## src/rtl/fetch_pkg.sv

```systemverilog
// fetch_pkg: shared types, constants and address check for the instruction fetch unit
package fetch_pkg;
  typedef enum logic [1:0] {FETCH = 2'd0, DONE = 2'd1, FAULT = 2'd2} fetch_state_e;
  localparam int PC_W = 64;
  localparam int INSTR_W = 32;
  localparam int ENTRY_W = PC_W + INSTR_W;
  localparam int INSTR_WORD_BYTES = 4;
  localparam logic [INSTR_W-1:0] INSTR_END_MARKER = 32'h0000_0000;
  typedef struct packed {
    logic [PC_W-1:0] pc;
    logic [INSTR_W-1:0] instr;
  } fetch_entry_t;
  // 65-bit sum so addresses near 2^64 cannot wrap into the valid range
  function automatic logic addr_bad(input logic [PC_W-1:0] pc, input int mem_size);
    return (pc[1:0] != 2'b00) || (({1'b0, pc} + 65'd3) > (65'(mem_size) - 65'd1));
  endfunction
endpackage

```

## src/rtl/fetch_if.sv

```systemverilog
// fetch_if: valid/ready handshake carrying {pc, instr} from fetch to IF/ID
interface fetch_if;
  import fetch_pkg::*;
  logic out_valid;
  logic out_ready;
  logic [PC_W-1:0] out_pc;
  logic [INSTR_W-1:0] out_instr;
  modport master(output out_valid, output out_pc, output out_instr, input out_ready);
  modport slave(input out_valid, input out_pc, input out_instr, output out_ready);
endinterface

```

## src/rtl/fetch_fifo.sv

```systemverilog
// fetch_fifo: synchronous prefetch FIFO with flush; push and pop may coincide when full
module fetch_fifo
  import fetch_pkg::*;
#(
  parameter int DEPTH = 2,
  localparam int AW = $clog2(DEPTH)
) (
  input  logic clk,
  input  logic reset,
  input  logic push,
  input  logic pop,
  input  logic flush,
  input  logic [ENTRY_W-1:0] din,
  output logic [ENTRY_W-1:0] dout,
  output logic [AW:0] count,
  output logic empty,
  output logic full
);
  logic [ENTRY_W-1:0] r_mem [DEPTH];
  logic [AW-1:0] r_wr, r_rd;
  logic [AW:0] r_cnt;
  logic w_push, w_pop;
  assign empty = r_cnt == '0;
  assign full = r_cnt == (AW+1)'(DEPTH);
  assign w_pop = pop && !empty;
  assign w_push = push && (!full || w_pop);
  assign dout = r_mem[r_rd];
  assign count = r_cnt;
  always_ff @(posedge clk) begin
    if (!reset || flush) begin
      r_wr <= '0;
      r_rd <= '0;
      r_cnt <= '0;
    end else begin
      if (w_push) r_wr <= r_wr + 1'b1;
      if (w_pop) r_rd <= r_rd + 1'b1;
      r_cnt <= r_cnt + (AW+1)'(w_push) - (AW+1)'(w_pop);
    end
  end
  always_ff @(posedge clk)
    if (reset && !flush && w_push) r_mem[r_wr] <= din;
endmodule

```

## src/rtl/fetch_controller.sv

```systemverilog
// fetch_controller: owns the fetch PC, prefetches instruction words and hands them to IF/ID
module fetch_controller
  import fetch_pkg::*;
#(
  parameter logic [63:0] RESET_PC = 64'h0,
  parameter int FIFO_DEPTH = 2,
  parameter int MEM_SIZE = 4095
) (
  input  logic clk,
  input  logic reset,
  output logic [63:0] imem_addr,
  input  logic [31:0] imem_instr,
  input  logic redirect_valid,
  input  logic [63:0] redirect_pc,
  output logic done,
  output logic fault,
  fetch_if.master out_if
);
  localparam int CW = $clog2(FIFO_DEPTH) + 1;
  fetch_state_e r_state;
  logic [63:0] r_pc;
  logic r_done, r_fault;
  logic w_bad, w_pop, w_push, w_can_push, w_empty, w_full;
  logic [CW-1:0] w_count;
  fetch_entry_t w_head;
  assign imem_addr = r_pc;
  assign done = r_done;
  assign fault = r_fault;
  assign w_bad = addr_bad(r_pc, MEM_SIZE);
  assign w_pop = out_if.out_valid && out_if.out_ready;
  assign w_can_push = !w_full || w_pop;
  assign w_push = r_state == FETCH && !redirect_valid && !w_bad && w_can_push
                  && imem_instr != INSTR_END_MARKER;
  assign out_if.out_valid = !w_empty;
  assign out_if.out_pc = w_empty ? '0 : w_head.pc;
  assign out_if.out_instr = w_empty ? '0 : w_head.instr;
  fetch_fifo #(.DEPTH(FIFO_DEPTH)) u_fifo (
    .clk(clk),
    .reset(reset),
    .push(w_push),
    .pop(w_pop),
    .flush(redirect_valid),
    .din({r_pc, imem_instr}),
    .dout(w_head),
    .count(w_count),
    .empty(w_empty),
    .full(w_full)
  );
  a_full_count: assert property (@(posedge clk) disable iff (!reset)
    w_full == (w_count == CW'(FIFO_DEPTH)));
  // redirect outranks everything except reset, and is the only exit from DONE/FAULT
  always_ff @(posedge clk) begin
    if (!reset) begin
      r_state <= FETCH;
      r_pc <= RESET_PC;
      r_done <= 1'b0;
      r_fault <= 1'b0;
    end else if (redirect_valid) begin
      r_state <= FETCH;
      r_pc <= redirect_pc;
      r_done <= 1'b0;
      r_fault <= 1'b0;
    end else if (r_state == FETCH) begin
      if (w_bad) begin
        r_state <= FAULT;
        r_fault <= 1'b1;
      end else if (w_can_push && imem_instr == INSTR_END_MARKER) begin
        r_state <= DONE;
        r_done <= 1'b1;
      end else if (w_can_push) begin
        r_pc <= r_pc + 64'(INSTR_WORD_BYTES);
      end
    end
  end
endmodule
```

## src/flat_wrapper.sv

```systemverilog
// flat-port wrapper written by rule: the top's interface ports become plain ports
module fetch_controller_flat import fetch_pkg::*;
#(
  parameter logic [63:0] RESET_PC = 64'h0,
  parameter int FIFO_DEPTH = 2,
  parameter int MEM_SIZE = 4095
)
  (clk, reset, imem_addr, imem_instr, redirect_valid, redirect_pc, done, fault, out_if_out_valid, out_if_out_pc, out_if_out_instr, out_if_out_ready);
  fetch_if out_if_i ();
  input  logic clk;
  input  logic reset;
  output logic [63:0] imem_addr;
  input  logic [31:0] imem_instr;
  input  logic redirect_valid;
  input  logic [63:0] redirect_pc;
  output logic done;
  output logic fault;
  output wire logic [$bits(out_if_i.out_valid)-1:0] out_if_out_valid;
  output wire logic [$bits(out_if_i.out_pc)-1:0] out_if_out_pc;
  output wire logic [$bits(out_if_i.out_instr)-1:0] out_if_out_instr;
  input wire logic [$bits(out_if_i.out_ready)-1:0] out_if_out_ready;
  assign out_if_out_valid = out_if_i.out_valid;
  assign out_if_out_pc = out_if_i.out_pc;
  assign out_if_out_instr = out_if_i.out_instr;
  assign out_if_i.out_ready = out_if_out_ready;
  fetch_controller #(.RESET_PC(RESET_PC), .FIFO_DEPTH(FIFO_DEPTH), .MEM_SIZE(MEM_SIZE)) u_core (.clk(clk), .reset(reset), .imem_addr(imem_addr), .imem_instr(imem_instr), .redirect_valid(redirect_valid), .redirect_pc(redirect_pc), .done(done), .fault(fault), .out_if(out_if_i));
endmodule
```

## config.mk

```make
export PLATFORM = sky130hd
export DESIGN_NAME = fetch_controller_flat
export DESIGN_NICKNAME = d
export VERILOG_FILES = /design/src/rtl/fetch_pkg.sv /design/src/rtl/fetch_if.sv /design/src/rtl/fetch_fifo.sv /design/src/rtl/fetch_controller.sv /design/src/flat_wrapper.sv
export SDC_FILE = /design/constraint.sdc
export NUM_CORES = 1
export LEC_CHECK = 0
export ABC_AREA = 0
export BUFFER_PORTS_ARGS = -buffer_cell sky130_fd_sc_hd__buf_2
export CAP_MARGIN = 30
export CORE_ASPECT_RATIO = 1.25
export CORE_UTILIZATION = 55
export CTS_BUF_LIST = sky130_fd_sc_hd__clkbuf_16
export DETAILED_ROUTE_END_ITERATION = 8
export PLACE_DENSITY = 0.87
export SYNTH_ARGS = -nofsm -noshare
export SYNTH_HDL_FRONTEND = slang
export SYNTH_SLANG_ARGS = --single-unit
export TNS_END_PERCENT = 20
```

## constraint.sdc

```tcl
create_clock -name clk -period 14.05 [get_ports clk]
set_input_delay 1.405 -clock clk [delete_from_list [all_inputs] [get_ports clk]]
set_output_delay 1.405 -clock clk [all_outputs]
set_load 0.005 [all_outputs]
```

* Word level (Yosys, flattened, before mapping)
Memories as Yosys holds them, arrays and structs flattened. A register that Yosys moved wholly into a read port is not among the register bits.
Cells that the tools add are included.
** Word-level totals
- Flip-flop bits (word level) :: 72
- Bits in writable memories :: 192
- Bits of input ports :: 100
- Output and inout bits :: 163
- Word-level logic and storage cells :: 65
- Memories :: 1
** Cells by class
- Add/subtract/negate cells :: 6
- Order comparisons :: 1
- Eq/ne operators :: 3
- Multiplexer cells :: 13
- Bitwise logic cells :: 2
- Reduce and logical (&&, ||, !) cells :: 32
** Memory list
- u_core.u_fifo.r_mem :: depth 2, width 96, read ports 1, clocked after Yosys merged registers in 1, write ports 1, RTL line fetch_fifo.sv:19 : logic [ENTRY_W-1:0] r_mem [DEPTH];
** Operators with widths (count)
- 64-bit 2-to-1 mux :: 6
- 64-bit by 2-bit adder with 65-bit output, second input constant :: 1
- 65-bit by 12-bit > comparator with 1-bit output, second input constant :: 1
- 64-bit by 3-bit adder with 64-bit output, second input constant :: 1
- 32-bit zero test :: 1
- 32-bit 2-to-1 mux :: 1
- 32-bit nonzero test :: 1
- 1-bit logical AND :: 10
- 2-bit nonzero test :: 4
- 1-bit zero test :: 5
- 2-bit zero test :: 2
- 1-bit logical OR :: 4
- 1-bit 2-to-1 mux :: 4
- 2-bit 2-to-1 mux :: 2
- 2-bit inequality test, second input constant :: 2
- 2-bit AND reduction :: 2
- 4-bit AND reduction :: 1
- 3-bit AND reduction :: 1
- 1-bit adder, second input constant :: 2
- 2-bit by 1-bit adder with 2-bit output :: 1
- 2-bit == test, second input constant :: 1
- 1-bit NOT :: 2
- 2-bit OR reduction :: 1
- 2-bit by 1-bit subtractor with 2-bit output :: 1

* Logic depth before layout (Yosys ltp)
Gate-level depths: netlist of run 1.
- Depth after elaboration :: 11
- Depth in mapped cells :: 20
- Depth with buffers taken out :: 17

* Modules after synthesis
Synthesis of run 1 repeated with hierarchy kept, for this count alone.
** Unflattened totals
- Cell total of the unflattened synthesis :: 1028
- Area, all modules :: 12747.2 µm²
** Modules (own cells, without submodules)
- fetch_fifo :: instances 1, cells each 330, area each 7344.5 µm², seq. area each 5865.6 µm²
- fetch_controller :: instances 1, cells each 698, area each 5402.7 µm², seq. area each 1361.3 µm²

* Least setup slack after synthesis of run 1
OpenSTA, ideal clock, no wires.
- Path kind :: reg-to-reg
- Start :: register u_core.r_pc[0], in the netlist u_core.imem_addr[0]
- End :: memory u_core.u_fifo.r_mem[0][0] in the netlist's numbering (enable)
- Library setup time :: 668 ps
- Arrival :: 10210 ps
- Required time :: 13382 ps
- Slack :: 3172 ps
- Cell stages (with the launch flop) :: 14
- Path buffers :: 2
- Clock period less this slack :: 10878 ps
- Cells stage by stage :: dfxtp_1 -> inv_1 -> ha_1 -> nand4b_2 -> or4_1 -> buf_2 -> o31ai_1 -> a21boi_0 -> nand4_1 -> or4_1 -> or4_1 -> clkbuf_1 -> or3_1 -> nor3_1
** Between the ends
- Word-level cells in the longest chain between the ends :: 11
- Elaborated cells on any way between the ends :: 12
- Those cells by class :: add/sub: 1; order compare: 1; mux: 2; reduce/logical: 8
** Ends and longest elaborated chain
- start: declaration :: RTL line fetch_controller.sv:21 : logic [63:0] r_pc;
- start signal: assignment :: RTL line fetch_controller.sv:60 : r_pc <= redirect_pc;
- start signal: assignment :: RTL line fetch_controller.sv:71 : r_pc <= r_pc + 64'(INSTR_WORD_BYTES);
- 64-bit by 2-bit adder with 65-bit output :: RTL line fetch_pkg.sv:15 : return (pc[1:0] != 2'b00) || (({1'b0, pc} + 65'd3) > (65'(mem_size) - 65'd1));
- 65-bit by 12-bit > comparator with 1-bit output :: RTL line fetch_pkg.sv:15
- 1-bit logical OR * :: RTL line fetch_pkg.sv:15
- 1-bit zero test * :: RTL line fetch_controller.sv:32 : assign w_push = r_state == FETCH && !redirect_valid && !w_bad && w_can_push
- 1-bit logical AND * (2 in a row) :: RTL line fetch_controller.sv:32
- 1-bit logical AND * :: RTL line fetch_controller.sv:33 : && imem_instr != INSTR_END_MARKER;
- 1-bit logical AND * :: RTL line fetch_fifo.sv:26 : assign w_push = push && (!full || w_pop);
- 1-bit logical AND * :: RTL line fetch_fifo.sv:41 : if (reset && !flush && w_push) r_mem[r_wr] <= din;
- 1-bit 2-to-1 mux * :: RTL line fetch_fifo.sv:41
- 1-bit 2-to-1 mux (implied by the code) * :: RTL line fetch_fifo.sv:41
- end: declaration :: RTL line fetch_fifo.sv:19
Mark *: on every way between the ends. The rest lies on a longest branch, timed or not.

* Worst setup path in the final report of run 1
- Start :: register u_core.r_pc[0], in the netlist u_core.imem_addr[0]
- End :: memory u_core.u_fifo.r_mem[0][60] in the netlist's numbering (enable)
The elaborated chain is that of the path after synthesis.

==> metrics list, run 1 <==
- Cell count of the worst reg-to-reg path: 12
- The slowest stage of the critical path belongs to the cell sky130_fd_sc_hd__nor4_1.
* Cell with the most instances after synthesis: sky130_fd_sc_hd__edfxtp_1
- Via-to-Cell Ratio: between 6 and 7
- The commonest cells after synthesis are sky130_fd_sc_hd__edfxtp_1, sky130_fd_sc_hd__mux2i_1, sky130_fd_sc_hd__nor2_1.
* Type of element launching the critical path: register
- Counting the buffers created by CTS gives 26.
- Critical Path End: u_core.u_fifo.r_mem[0][60]$_DFFE_PP_
- Initial core utilization: 0.565
- The max-slew violation count came to 0.
* Critical path required time: ~14 ns
* M3 GR Usage: 0.0385
* Count of clock tree sinks: between 200 and 300
* Crit share post-route: 0.398
- Number of H-tree branching levels: 1
- Crit path capture type: register
- The flow ran to the end, and the final reports show no timing, DRC or antenna violations.
- The share of synthesized area in the top cell type comes to 0.468.
* Initial antenna violation count: 2
* Kind of cell adding the most delay to the critical path: simple AND/OR/NAND/NOR gates
* Via count: 9506
- Global-route congestion overflow total: 0
- In this run the vertical extent of the chip is between 150 and 200 um.
- The number of different library cells used by synthesis comes to 61.
- Final RePlAce weighted congestion: 0.928
- Cell Count Post-Placement: 1533
- Routed len/inst: 20.6 um
* Core ar.: 21800 um2
- Setup ws final: 8.46 ns
- Place WS: 8.60 ns
- Class of the most critical hold timing path: reg -> reg
- Walking the worst path, the cells encountered are inv_1 -> ha_1 -> nand4b_2 -> or4_1 -> nor4_4 -> and2_1 -> a41oi_1 -> nor4_1 -> nand3_1 -> or3_1 -> nor3_2 -> buf_4.
* Peak supply drop: 119 uV
- DRC violation count after routing: 0
- Dominant synthesized flop cell: sky130_fd_sc_hd__edfxtp_1
* Part of the Yosys area used for sequential elements: 0.587
* Final clock skew: 0.0148 ns
- The first global-routing pass estimated 49.5 mm of wire.
- At the end of the flow the core is filled with cells to 0.675.
- The first detailed-routing pass took 5 iterations.
- Skew-Pair Late Insertion Delay: 0.53 ns
- Counting every instance in the synthesized netlist gives roughly 1000.
- Summed over all cells, the static leakage comes to 5.54 nW.
- Relative slew margins: 0.378
- For this block, the initial DRC count from the detailed router was 729.
- Net count after synthesis: 1146
* WP data arrival: 5.74 ns
- Setup violations remaining at the end of the flow were counted as 0.
- Post-route setup TNS: 0 ns
* Worst path bufs/invs: 2
- Detailed placement finished with a half-perimeter wire length of between 20 and 25 mm.
- Crit path launch: u_core.imem_addr[0]$_SDFFE_PN0P_
- The tree is rooted in a sky130_fd_sc_hd__clkbuf_16.
* Hold_buf cts: 0
* Largest net degree at the start of global routing: 76
* Synth Cell Area: around 12000 um2
- IO Port Bufs: 262
- After synthesis, the cell types taking the most area are sky130_fd_sc_hd__edfxtp_1, sky130_fd_sc_hd__mux2i_1, sky130_fd_sc_hd__dfxtp_1, sky130_fd_sc_hd__nor2_1, sky130_fd_sc_hd__nor2b_1.
- The finished layout holds around 1600 standard cells, fillers aside.
- Endpoint of the lowest-slack register-to-register path: u_core.u_fifo.r_mem[0][60]$_DFFE_PP_
- In this run the critical register-to-register path is launched from u_core.imem_addr[0]$_SDFFE_PN0P_.
- For met1 alone, demand over resource in global routing was 0.348.
* Largest fanout of any net on the critical path: 54
- Category of the most critical setup path: reg -> reg
* Chip width: 136 um
- Clock transition time at the flip-flop clock pins of the worst setup and hold paths: 0.06 ns
- The routed design has roughly 33 mm of wire.
- Least-Margin Pin Slew: 0.934 ns
* Number of top-level design ports: approximately 260
- Global routing usage on met2: 0.488
* Register-to-register setup slack: between 8 and 9 ns
- The number of hold violations in the final report is 0.
- The layer flagged by global routing as most heavily used is met2.
- After floorplanning, the core was divided into 60 placement rows.
- The die covers 23000 um2.
* Clock buffer depth: 3
- Buffers added to address setup during post-CTS repair amount to 0.
- Register bit total from synthesis: between 200 and 300
* Peak Freq: 179 MHz
- Largest area contributor in the synthesized netlist: sky130_fd_sc_hd__edfxtp_1
- Of the cells placed in the final design, the portion with a size suffix greater than 1 is 0.249.
- Final min period: around 5.6 ns
- Share of async-settable or async-resettable flops after synthesis: 0
* Pwr Density: 112 nW/um2
- Unrepaired setup endpoints after global routing: no
- Clock tree from TritonCTS: done
- The number of gates resized after CTS was 0.
- CP Depth: 12
* Total Routing Usage GR: 0.279
* Number of synthesized flops with an enable pin: 192
- The Yosys step of the flow raised 0 warnings.
* Via count of the first global-routing pass: roughly 9000
* Largest incremental delay on the critical path: between 0.6 and 0.7 ns
- Average instance area after synthesis: 11.8 um2
* Maximum capacitance violations: 0
- Residual antenna-violating net count after detailed routing: 0
* Net total in the final layout: around 1400
- Layout overhead on the synthesized area: 19.4%
==> where the power goes <==
group	internal, mW	total [mW]	switching [mW]
Sequential	0.850	0.884	0.0342
Clock	0.392	0.674	0.282
Combinational	0.0447	0.0937	0.0491
==> kinds of logic after synthesis <==
kind of cell | Yosys count | synth area share
and+or+nand+nor | 432 | 0.193
buffers and inverters | 75 | 0.0236
AOI/OAI and AO/OA | 79 | 0.0439
muxes | 154 | 0.125
DFF | 265 | 0.587
xor gates and xnor gates | 31 | 0.0221
adders and majority gates | 5 | 0.00508
==> layout make-up <==
class                           count  area (um2)
Antenna cell                        2        5.00
Fill cell                        1649        7070
Clock inverter                     22         193
Tap cell                          279         349
Sequential cell                   265        7230
Timing Repair Buffer              271        1390
Clock buffer                       26         651
Inverter                           18        67.6
Multi-Input combinational cell    701        4810
==> per-layer routing <==
metal | vias up | wire [um] | share of wire
met5 | - | 0 | 0
met4 | 0 | 1090 | 0.034
met3 | 89 | 2140 | 0.066
met2 | 431 | 16300 | 0.50
met1 | 4598 | 13100 | 0.40
li1 | 4388 | - | -
==> cell usage in the layout, fill, tap and decap left out, types with 24 or more instances in the layout <==
master	netlist	routed
sky130_fd_sc_hd__nor2b_1	56	56
sky130_fd_sc_hd__nand4_1	43	43
sky130_fd_sc_hd__nor2_1	129	128
sky130_fd_sc_hd__mux2i_1	154	154
sky130_fd_sc_hd__edfxtp_1	192	192
sky130_fd_sc_hd__nand3_1	40	40
sky130_fd_sc_hd__inv_1	18	24
sky130_fd_sc_hd__buf_2	4	261
sky130_fd_sc_hd__dfxtp_1	73	72
sky130_fd_sc_hd__clkbuf_16	0	26
sky130_fd_sc_hd__nand2_1	38	38
==> worst min-delay path by stage <==
stage          cells past startpoint  slack (ns)                           start                              to
2_1_floorplan                      2        0.43  u_core.r_state[1]$_SDFFE_PP0P_  u_core.r_state[1]$_SDFFE_PP0P_
3_3_place_gp                       2        0.44  u_core.r_state[1]$_SDFFE_PP0P_  u_core.r_state[1]$_SDFFE_PP0P_
3_5_place_dp                       2        0.45  u_core.r_state[1]$_SDFFE_PP0P_  u_core.r_state[1]$_SDFFE_PP0P_
4_1_cts                            2        0.46  u_core.r_state[1]$_SDFFE_PP0P_  u_core.r_state[1]$_SDFFE_PP0P_
5_1_grt                            2        0.48       u_core.fault$_SDFFE_PP0P_       u_core.fault$_SDFFE_PP0P_
6_report                           2        0.46  u_core.r_state[1]$_SDFFE_PP0P_  u_core.r_state[1]$_SDFFE_PP0P_
==> sequential cells by signal (all words and copies together), names as in the netlist, named ones only <==
name                 count
u_core.imem_addr        64
u_core.done              1
u_core.u_fifo.count      2
u_core.r_state           2
u_core.u_fifo.r_wr       1
u_core.u_fifo.r_mem    192
u_core.fault             1
u_core.u_fifo.r_rd       1
==> tightest hold or removal path, cell delays in order (launching register included) <==
cell	delay (ns)
sky130_fd_sc_hd__dfxtp_1	0.31
sky130_fd_sc_hd__inv_1	0.05
sky130_fd_sc_hd__a21oi_1	0.05
==> stage by stage <==
step	cell area (um2)	hold slack (ns)	power, mW
global route	14700	0.476	1.70
finish	14700	0.459	1.65
CTS	14700	0.456	1.66
global placement	13800	0.437	0.989
floorplan	12300	0.426	0.939
detailed placement	13800	0.447	0.992
(Power assumes the default switching activity.)
==> run 2, diff against run 1 <==
--- a/config.mk
+++ b/config.mk
@@ -9,10 +9,10 @@
 export BUFFER_PORTS_ARGS = -buffer_cell sky130_fd_sc_hd__buf_2
 export CAP_MARGIN = 30
 export CORE_ASPECT_RATIO = 1.25
-export CORE_UTILIZATION = 55
+export CORE_UTILIZATION = 50
 export CTS_BUF_LIST = sky130_fd_sc_hd__clkbuf_16
 export DETAILED_ROUTE_END_ITERATION = 8
-export PLACE_DENSITY = 0.87
+export PLACE_DENSITY = 0.84
 export SYNTH_ARGS = -nofsm -noshare
 export SYNTH_HDL_FRONTEND = slang
 export SYNTH_SLANG_ARGS = --single-unit
==> constraint.sdc (replaced) <==
create_clock -name clk -period 4.9 [get_ports clk]
set_input_delay 0.49 -clock clk [delete_from_list [all_inputs] [get_ports clk]]
set_output_delay 0.49 -clock clk [all_outputs]
set_load 0.005 [all_outputs]
==> metrics list, run 2 (same netlist as run 1, synthesis figures left out) <==
* Result of the run: complete, no violations
- Following the worst setup path forward leads to its endpoint at u_core.u_fifo.count[1]$_SDFF_PP0_.
* Cell count of the worst reg-to-reg path: 15
* Number of DRC violations after detailed-routing iteration 0: ~780
* Count of antenna diodes in the layout: 0
- Clock tree synthesis found a total of 265 sinks.
- M1 wire length: 13.4 mm
* Post-cts sizing count: 0
- Maximum capacitance violations: 0
* Relative slew margins: 0.412
- Layout overhead on the synthesized area: 23.3%
- STA puts the critical path data arrival time at 4.99 ns.
* Commonest non-fill, non-tap cell in the layout: sky130_fd_sc_hd__buf_2
- Peak Freq: approximately 220 MHz
- TritonCTS built the clock tree.
- Uppermost layer routed: met5
- Residual antenna-violating net count after detailed routing: 0
- In this run the standard cell core region covers between 20000 and 25000 um2.
* Crit share post-route: 0.938
- In the final routed layout, each cell accounts on average for 20.6 um.
- The signal on the critical path passes through nand4_1 -> or4_4 -> nor4_4 -> xnor2_1 -> nand2_1 -> or4_1 -> or4_1 -> or3_4 -> nand2b_1 -> ha_1 -> inv_1 -> ha_1 -> xor2_1 -> xnor2_1 -> nor2_1.
- During I/O placement, the number of pins put on the boundary was 263.
* Final clock skew: 0.0182 ns
- The critical path is of the reg -> reg type.
- Detailed-routed wire length on met2: 17.3 mm
- The worst setup path is captured at a register.
- The share of total power dissipated in combinational logic is 0.074.
- Commonest cells after routing, fill and taps aside: sky130_fd_sc_hd__buf_2, sky130_fd_sc_hd__edfxtp_1, sky130_fd_sc_hd__mux2i_1
- Top register by number of flip-flops: u_core.u_fifo.r_mem
- Via count: 9713
- Final count of negative-setup-slack endpoints: 0
* Height of the die: about 180 um
- Total Routing Usage GR: 0.269
- Share of total power in sequential cells: 0.546
- Final RePlAce weighted congestion: 0.936
* Initial antenna violation count: 1
* Least-Margin Pin Slew: 0.874 ns
- The endpoint identified for the worst register-to-register timing path is u_core.u_fifo.count[1]$_SDFF_PP0_.
- Source of the worst register-to-register timing path: u_core.imem_addr[24]$_SDFFE_PN0P_
* Fraction of power spent switching nets: 0.228
- Clock buffer depth: 3
* Initial core utilization: 0.514
- Type of element launching the critical path: register
- During placement, the flow inserted port buffers numbering 262.
- The die is 142 um wide.
- Total power draw: 4.57 mW
* Number of core rows: between 60 and 70
* Crit path launch: u_core.imem_addr[24]$_SDFFE_PN0P_
- The largest single stage delay on the critical path is 0.59 ns.
- Clk pwr share: 0.380
- The clock period could shrink to 4.60 ns.
- The number of hold violations in the final report came to 0.
* Post-route setup TNS: 0 ns
- The root buffer cell chosen for the clock tree is sky130_fd_sc_hd__clkbuf_16.
- The register with the most flip-flops in the layout has 192 of them.
* Net total in the final layout: 1431
- After clock tree synthesis, the setup repair step added 0 buffers.
- DR pass1 iterations: 5
* DRC violation count after routing: 0
- Internal Pwr Total: about 3.5 mW
* Largest net degree at the start of global routing: 76
- WL final: roughly 34 mm
- Final slew viol count: 0
- Clock transition time at the flip-flop clock pins of the worst setup and hold paths: ~0.060 ns
* Static leakage power: roughly 5.8 nW
* Register-to-register setup slack: 0.30 ns
- Unrepaired setup endpoints after global routing: no
- The layout has 1918 filler cells.
- The number of global-route vias before repair came to 9533.
- Peak supply drop: 291 uV
- Skew-Pair Late Insertion Delay: 0.53 ns
- Critical path required time: 5.29 ns
- Hold_buf cts: 0
* Share of final-layout standard cells stronger than drive strength 1: 0.295
- The path class of the tightest hold or removal check is in -> reg.
- Largest fanout of any net on the critical path: 10
- Number of H-tree branching levels: 1
- Switching pwr: 1.04 mW
- Sum of met3 wire segment lengths after detailed routing: 2.44 mm
- CTS Buf Count: 24
- The HPWL after detailed placement is 24.6 mm.
* Global-route congestion overflow total: 0
* Via-to-Cell Ratio: 5.82
- Pwr Density: 301 nW/um2
* Global-route wire length before repair: 52.2 mm
- Worst-path cell with the longest stage delay: sky130_fd_sc_hd__or4_1
- The die covers 25200 um2.
[run 2: cell types whose count changed in the layout (fill, tap and decap cells not counted), moves of 3 or more]
| cell | previous run | this run |
|---|---|---|
| sky130_fd_sc_hd__nor4_1 | 22 | 19 |
| sky130_fd_sc_hd__buf_4 | 9 | 51 |
| sky130_fd_sc_hd__dfxtp_1 | 72 | 59 |
| sky130_fd_sc_hd__dfxtp_2 | 0 | 10 |
| sky130_fd_sc_hd__or4_4 | 2 | 6 |
| sky130_fd_sc_hd__or4_1 | 19 | 15 |
| sky130_fd_sc_hd__buf_12 | 1 | 4 |
| sky130_fd_sc_hd__dfxtp_4 | 1 | 4 |
[run 2: final cells by class]
cell class | count | area, um2 | share of cell area
clock inverter | 20 | 125 | 0.00825
inverter | 18 | 67.6 | 0.00445
multi-input combinational | 701 | 4950 | 0.326
clock buffer | 24 | 601 | 0.0396
tap | 325 | 407 | 0.0268
sequential | 265 | 7250 | 0.478
timing repair buffer | 316 | 1770 | 0.117
[run 2: worst min-delay path by stage]
stage	cells past startpoint	end	from	slack [ns]
floorplan	2	u_core.r_state[1]$_SDFFE_PP0P_	u_core.r_state[1]$_SDFFE_PP0P_	0.43
global placement	2	u_core.fault$_SDFFE_PP0P_	u_core.fault$_SDFFE_PP0P_	0.43
detailed placement	1	u_core.done$_SDFFE_PP0P_	u_core.done$_SDFFE_PP0P_	0.45
CTS	1	u_core.u_fifo.r_mem[0][23]$_DFFE_PP_	imem_instr[23]	0.15
global route	1	u_core.u_fifo.r_mem[0][23]$_DFFE_PP_	imem_instr[23]	0.16
finish	1	u_core.u_fifo.r_mem[1][29]$_DFFE_PP_	imem_instr[29]	0.18
[run 2: routing by layer]
layer  vias up  global-route usage
met5         -                   0
met4         2               0.108
met3        98              0.0418
met2       439               0.482
met1      4704               0.322
li1       4470                   -
[run 2: power groups by stage]
stage | clock, mW | combinational, mW | sequential (mW)
floorplan | 0 | 0.162 | 2.54
global placement | 0 | 0.331 | 2.54
detailed placement | 0 | 0.334 | 2.55
CTS | 1.76 | 0.337 | 2.50
global route | 1.85 | 0.365 | 2.50
finish | 1.74 | 0.339 | 2.50
[run 2: worst max-delay path, delay by kind of cell (launching register included)]
family,cells,cell delay [ns]
XOR/XNOR,3,0.49
buffers and inverters,1,0.05
adder cells (fa/ha/maj),2,0.45
AND/OR/NAND/NOR,9,2.95
flip-flops,1,0.50
[run 2: through the flow]
stage               cells  instance area (um2)  setup WS, ns  hold WS, ns  utilization
floorplan            1041                12500         -1.11        0.426            -
global placement     1625                14400         0.261        0.433        0.603
detailed placement   1625                14400         0.200        0.450        0.603
CTS                  1669                15200         0.179        0.152        0.633
global route         1669                15200         0.110        0.155        0.633
finish               1669                15200         0.302        0.177        0.633
